===== src/rtl/bip_pkg.sv =====
// Shared BIP definitions: default widths, the HALT opcode and the program
// loader state encoding.
package bip_pkg;

  localparam int LEN_DATA   = 16;
  localparam int LEN_ADDR   = 11;
  localparam int LEN_OPCODE = 5;
  localparam int LEN_BYTE   = 8;

  // Also decoded by the instruction decoder; keep the two in step.
  localparam logic [4:0] OPC_HALT = 5'b00000;

  typedef enum logic [2:0] {
    ST_WAIT_LO = 3'd0,
    ST_WAIT_HI = 3'd1,
    ST_WRITE   = 3'd2,
    ST_START   = 3'd3,
    ST_DONE    = 3'd4
  } loader_state_t;

endpackage


===== src/rtl/word_assembler.sv =====
// Two-byte latch that builds an instruction word, low byte first.
// o_complete is the word that the current byte finishes when it is the high byte.
module word_assembler #(
  parameter int len_byte = 8
) (
  input  logic                  clk,
  input  logic                  reset,
  input  logic                  i_clear,
  input  logic                  i_load_lo,
  input  logic                  i_load_hi,
  input  logic [len_byte-1:0]   i_byte,
  output logic [2*len_byte-1:0] o_word,
  output logic [2*len_byte-1:0] o_complete
);

  logic [len_byte-1:0] r_lo;
  logic [len_byte-1:0] r_hi;

  // Byte registers; a clear discards any partially received word.
  always_ff @(posedge clk) begin
    if (reset || i_clear) begin
      r_lo <= '0;
      r_hi <= '0;
    end else begin
      if (i_load_lo) begin
        r_lo <= i_byte;
      end
      if (i_load_hi) begin
        r_hi <= i_byte;
      end
    end
  end

  assign o_word     = {r_hi, r_lo};
  assign o_complete = {i_byte, r_lo};

endmodule


===== src/rtl/bip_program_loader.sv =====
// Loads a BIP program from a received byte stream into program memory,
// then pulses start to release the PC.
module bip_program_loader
  import bip_pkg::*;
#(
  parameter int len_data   = LEN_DATA,
  parameter int len_addr   = LEN_ADDR,
  parameter int len_opcode = LEN_OPCODE,
  parameter int len_byte   = LEN_BYTE
) (
  input  logic                clk,
  input  logic                reset,
  input  logic [len_byte-1:0] rx_data,
  input  logic                rx_done,
  input  logic                reload,
  output logic [len_addr-1:0] prog_addr,
  output logic [len_data-1:0] prog_data,
  output logic                prog_wr_en,
  output logic                start,
  output logic                loading,
  output logic                loaded
);

  loader_state_t         r_state;
  loader_state_t         w_next;
  logic [len_addr-1:0]   r_count;
  logic [len_addr-1:0]   r_prog_addr;
  logic [len_data-1:0]   r_prog_data;
  logic [len_data-1:0]   w_word;
  logic [len_data-1:0]   w_complete;
  logic [len_opcode-1:0] w_opcode;
  logic                  w_terminal;
  logic                  w_load_lo;
  logic                  w_load_hi;

  assign w_opcode   = w_word[len_data-1:len_addr];
  assign w_terminal = (w_opcode == len_opcode'(OPC_HALT)) ||
                      (r_count == {len_addr{1'b1}});

  // A byte arriving during a non-terminal write already belongs to the next word.
  assign w_load_lo = rx_done && !reload &&
                     ((r_state == ST_WAIT_LO) || ((r_state == ST_WRITE) && !w_terminal));
  assign w_load_hi = rx_done && !reload && (r_state == ST_WAIT_HI);

  word_assembler #(.len_byte(len_byte)) u_word_assembler (
    .clk        (clk),
    .reset      (reset),
    .i_clear    (reload),
    .i_load_lo  (w_load_lo),
    .i_load_hi  (w_load_hi),
    .i_byte     (rx_data),
    .o_word     (w_word),
    .o_complete (w_complete)
  );

  // State register.
  always_ff @(posedge clk) begin
    if (reset) begin
      r_state <= ST_WAIT_LO;
    end else begin
      r_state <= w_next;
    end
  end

  // Next-state logic; reload wins over everything else.
  always_comb begin
    w_next = r_state;
    if (reload) begin
      w_next = ST_WAIT_LO;
    end else begin
      case (r_state)
        ST_WAIT_LO: w_next = rx_done ? ST_WAIT_HI : ST_WAIT_LO;
        ST_WAIT_HI: w_next = rx_done ? ST_WRITE : ST_WAIT_HI;
        ST_WRITE: begin
          if (w_terminal) begin
            w_next = ST_START;
          end else if (rx_done) begin
            w_next = ST_WAIT_HI;
          end else begin
            w_next = ST_WAIT_LO;
          end
        end
        ST_START:   w_next = ST_DONE;
        ST_DONE:    w_next = ST_DONE;
        default:    w_next = ST_WAIT_LO;
      endcase
    end
  end

  // Word counter and write-port registers, which hold outside the write cycle.
  always_ff @(posedge clk) begin
    if (reset) begin
      r_count     <= '0;
      r_prog_addr <= '0;
      r_prog_data <= '0;
    end else if (reload) begin
      r_count <= '0;
    end else begin
      if (w_load_hi) begin
        r_prog_addr <= r_count;
        r_prog_data <= w_complete;
      end
      if ((r_state == ST_WRITE) && !w_terminal) begin
        r_count <= r_count + len_addr'(1);
      end
    end
  end

  // Strobes decoded from the registered state.
  always_comb begin
    prog_wr_en = 1'b0;
    start      = 1'b0;
    loading    = 1'b0;
    loaded     = 1'b0;
    case (r_state)
      ST_WAIT_LO: loading = 1'b1;
      ST_WAIT_HI: loading = 1'b1;
      ST_WRITE: begin
        loading    = 1'b1;
        prog_wr_en = 1'b1;
      end
      ST_START:   start  = 1'b1;
      ST_DONE:    loaded = 1'b1;
      default:    loading = 1'b0;
    endcase
  end

  assign prog_addr = r_prog_addr;
  assign prog_data = r_prog_data;

endmodule


===== config.mk =====
export PLATFORM = sky130hd
export DESIGN_NAME = bip_program_loader
export DESIGN_NICKNAME = d
export VERILOG_FILES = /design/src/rtl/bip_pkg.sv /design/src/rtl/word_assembler.sv /design/src/rtl/bip_program_loader.sv
export SDC_FILE = /design/constraint.sdc
export NUM_CORES = 1
export LEC_CHECK = 0
export CAP_MARGIN = 20
export CORE_ASPECT_RATIO = 1.75
export CORE_MARGIN = 4
export CORE_UTILIZATION = 40
export DETAILED_ROUTE_END_ITERATION = 8
export GPL_TIMING_DRIVEN = 1
export PLACE_DENSITY_LB_ADDON = 0.25
export SLEW_MARGIN = 40
export SYNTH_ARGS = -nofsm -noshare
export SYNTH_HDL_FRONTEND = slang
export SYNTH_HIERARCHICAL = 1
export SYNTH_SLANG_ARGS = --single-unit
export TNS_END_PERCENT = 10

===== constraint.sdc =====
create_clock -name clk -period 2.12 [get_ports clk]
set_clock_uncertainty 0.1 [all_clocks]
set_input_delay 0.212 -clock clk [delete_from_list [all_inputs] [get_ports clk]]
set_output_delay 0.212 -clock clk [all_outputs]
set_load 0.005 [all_outputs]

### After elaboration in Yosys (flattened, before gate mapping)

Index checks and enable logic that the tools add are counted.

* input bits: 12
* logic and storage cells: 36
* output and inout port bits: 31
* bits in registers: 57

* equal/unequal tests: 5
* add/subtract/negate cells: 1
* reductions and logical operators: 15
* bitwise gates (word level): 1
* muxes and demuxes: 8

Operators by type and width (number)
* 3-bit case mux with 4 select lines: 1
* 11-bit by 1-bit adder with 11-bit output, second input constant: 1
* 11-bit == test, second input constant: 1
* 3-bit by 2-bit == test with 1-bit output, second input constant: 2
* 5-bit zero test: 1
* 1-bit 2-to-1 mux: 5
* 1-bit logical AND: 4
* 2-bit 2-to-1 mux: 2
* 2-bit OR reduction: 2
* 3-bit by 1-bit == test with 1-bit output, second input constant: 1
* 3-bit == test, second input constant: 1
* 3-bit zero test: 1
* 1-bit logical OR: 3
* 3-bit OR reduction: 1
* 1-bit zero test: 2
* 2-bit AND reduction: 1
* 1-bit inverter: 1

### Depth between registers and ports, before layout

* depth in word-level cells: 6
* depth in mapped cells: 8

### By module

The synthesis kept the hierarchy.

Modules (own cells, without submodules)
* bip_program_loader: cells an instance 207, times used 1, area an instance 1701.6 um2
* word_assembler: cells an instance 69, times used 1, area an instance 705.7 um2

### Least setup slack after synthesis

Ideal clock, no wire load.

* kind: register to register
* start point: register r_count[0]
* end point: register u_word_assembler.r_lo[2]
* library setup time: 115 ps
* data arrival time: 1767 ps
* slack: 138 ps
* data required time: 1905 ps
* path buffers: 1
* stages on the path, launching flop included: 9
* period minus slack after synthesis: 1982 ps
* cells stage by stage: dfxtp_1 -> ha_1 -> nand3_1 -> or3_1 -> a21oi_2 -> nor4_1 -> buf_2 -> mux2i_1 -> nor2_2

* word-level cells in the longest chain between the ends: 6

RTL lines
* start: declaration: line bip_program_loader.sv:26 `logic [len_addr-1:0] r_count;`
* start signal: assignment: line bip_program_loader.sv:104 `r_count <= r_count + len_addr'(1);`
* 11-bit == test: line bip_program_loader.sv:38 `(r_count == {len_addr{1'b1}});`
* 1-bit logical OR: line bip_program_loader.sv:37 `assign w_terminal = (w_opcode == len_opcode'(OPC_HALT)) ||`
* 1-bit zero test: line bip_program_loader.sv:42 `((r_state == ST_WAIT_LO) || ((r_state == ST_WRITE) && !w_terminal));`
* 1-bit logical AND: line bip_program_loader.sv:42
* 1-bit logical OR: line bip_program_loader.sv:42
* 1-bit logical AND: line bip_program_loader.sv:41 `assign w_load_lo = rx_done && !reload &&`
* net w_load_lo: line bip_program_loader.sv:33 `logic w_load_lo;`
* end signal: assignment: line word_assembler.sv:26 `r_lo <= i_byte;`
* end: declaration: line word_assembler.sv:16 `logic [len_byte-1:0] r_lo;`

The timed path passes the listed nets, and every way through them passes these cells.
A chain may end at the register's enable or synchronous reset.

### Worst setup path after layout

* start point: register u_word_assembler.r_hi[3]
* end point: register u_word_assembler.r_lo[2]

* word-level cells in the longest chain between the ends: 6

RTL lines
* start: declaration: line word_assembler.sv:17 `logic [len_byte-1:0] r_hi;`
* start signal: assignment: line word_assembler.sv:29 `r_hi <= i_byte;`
* 5-bit zero test: line bip_program_loader.sv:37
* 1-bit logical OR: line bip_program_loader.sv:37
* 1-bit zero test: line bip_program_loader.sv:42
* 1-bit logical AND: line bip_program_loader.sv:42
* 1-bit logical OR: line bip_program_loader.sv:42
* 1-bit logical AND: line bip_program_loader.sv:41
* net w_load_lo: line bip_program_loader.sv:33

The timed path passes the listed nets, and every way through them passes these cells.

==> impl_metrics.csv <==
group,metric,value,unit
finish,final_cells,378,
sta,finalMaxSlewViolations,0,
clock_network,postCtsSetupBuffers,0,
drt,drc,0,
finish,drive_gt1_frac,0.1118,
critical_path,path_class,"reg -> reg",
drt,drt_iter0_drc,78,
clock_network,cts-root-buf,"clkbuf_8",
power,seqPwrFrac,0.568,
clock_network,cts_resized,0,
critical_path,worst_ep_required_time,2.21,ns
synth,syn-cell-area,2246,um^2
clock_network,cts_num_sinks,54,
hold_path,hold_path_class,"reg -> reg",
floorplanning,initial_core_util,0.4204,
finish,fin_nets,316,
power,p_int,1.422,mW
critical_path,cp_max_fo,8,
clock_network,clock_latency,0.31,ns
floorplanning,die_w,64.65,um
global_routing,grt_use_total,0.1519,
global_routing,antenna_found_initial,0,
floorplanning,pin_count,43,
drt,wirelength,4.971,mm
drt,vias_per_cell,5.040,
power,p_comb_frac,0.053,
floorplanning,core-area,5343,um^2
sta,finalSetupViolations,0,
placed_design,hpwl,3.759,mm
floorplanning,rows,35,
finish,fill_cells,527,
sta,timing.hold.ws,0.3575,ns
finish,syn_to_final_growth,26.80,%
finish,n_antenna_cell,0,
synth,syn_inst,259,
drt,vias,1905,
power,power.density,635.0,nW/um^2
power,switchingPower,0.3864,mW
clock_network,max-clock-path-buffers,2,
global_routing,grt_pass1_wl,8.383,mm
sta,period_needed,1.979,ns
global_routing,grt_max_degree,33,
power,power_frac_clock,0.379,
critical_path,cp.arrival,2.07,ns
placed_design,gp_congestion,0.8738,
sta,slew-limit-headroom,0.7023,
drt,wl_per_cell,13.15,um
sta,fmax,0.5052,GHz
floorplanning,die_h,107.1,um
synth,yosys_warnings,6,
synth,syn-mean-instance-area,8.671,um^2
clock_network,cts_buffers,5,
clock_network,clk_pin_slew,0.10,ns
placed_design,place_inst,370,
sta,tightest_slew,0.4465,ns
job,maxCapViolCount,0,
placed_design,port_buffers,42,
sta,post-route-period-util,0.9337,
finish,seq_area,1081,um^2
finish,multi_input_area,993.5,um^2
critical_path,endpoint_kind,"flip-flop",
power,p_sw_frac,0.2137,
drt,first_pass_iters,4,
power,finalPower,1.808,mW
clock_network,cts_tree,"built",
sta,finalSetupTns,0,ns
synth,synth_nets,272,
clock_network,htree_num_levels,2,
power,p_leak,0.9667,nW
power,ir_worst_vdd,0.5101,mV
run_status,status,"finished, final reports clean",
clock_network,hold_buffers,0,
drt,ant_nets,0,
critical_path,cp-start-kind,"flip-flop",
global_routing,grt-ovfl-total,0,
sta,grt_setup_unrepaired,"no",
global_routing,grt_pass1_vias,1826,
floorplanning,die-area,6925,um^2
sta,hold_violations,0,
power groups by stage:
stage | clock network [mW] | logic, mW | registers, mW
CTS | 0.710 | 0.0979 | 1.03
global route | 0.762 | 0.106 | 1.03
floorplan | 0 | 0.0644 | 1.05
detailed placement | 0 | 0.0973 | 1.05
finish | 0.685 | 0.0964 | 1.03
global placement | 0 | 0.0976 | 1.05
cell type report:
cell class	instances	share of cell area
sequential	54	0.3796
multi-input combinational	179	0.3489
clock buffer	5	0.02417
tap	74	0.03251
inverter	4	0.007030
timing repair buffer	59	0.1924
clock inverter	3	0.01538
sequential cells by signal, summed over array words and instances, names as in the netlist:
signal,flops
prog_data,16
prog_addr,11
r_count,11
u_word_assembler/r_lo,8
u_word_assembler/r_hi,5
r_state,3
routing by layer:
layer | vias up | share of wire | global-route usage
met4 | 0 | 0.019 | 0.05446
met2 | 37 | 0.56 | 0.2914
met3 | 8 | 0.033 | 0.03459
li1 | 975 | - | -
met1 | 885 | 0.39 | 0.1557
met5 | - | 0 | 0
stage by stage:
step | worst slack (ns) | util | area (um^2)
after floorplan | 0.1380 | - | 2246
after global placement | 0.1739 | 0.5119 | 2735
after detailed placement | 0.1583 | 0.5119 | 2735
after CTS | 0.1335 | 0.5330 | 2848
after global routing | 0.02081 | 0.5330 | 2848
final | 0.1406 | 0.5330 | 2848
cells in the final DEF (no fill, tap or decap), drive strengths merged:
cell and count:
nor3 1, a31o 1, nor2 21, bufinv 1, inv 4, nand4 3
nor3b 1, nand2b 2, dfxtp 54, a21oi 37, o211ai 1, mux2i 13
o31a 1, clkdlybuf4s50 42, or3 4, o21ai 5, ha 1, clkbuf 5
nor4 2, and3 3, buf 17, o21a 2, nand3 7, a41o 1
a31oi 1, nand2 55, or4 5, o311a 1, and4 2, clkinv 2
o31ai 5, a41oi 1, or2 3
critical path, cell delays in order (launching register included):
cell and delay, ns:
dfxtp_1 0.32, or4_1 0.56, or2_1 0.24, a21oi_2 0.15
nor4_2 0.06, buf_4 0.20, mux2i_1 0.18, nor2_2 0.04
path summary, 6_finish.rpt:
path,from,to,slack [ns],cells after the start
worst max register to register,u_word_assembler/r_hi[3],u_word_assembler/r_lo[2],0.14,7
worst min-delay path,prog_data[8],prog_data[8],0.36,2
worst min register to register,prog_data[8],prog_data[8],0.36,2
worst max-delay path,u_word_assembler/r_hi[3],u_word_assembler/r_lo[2],0.14,7
Power figures use the tool's default switching activity.
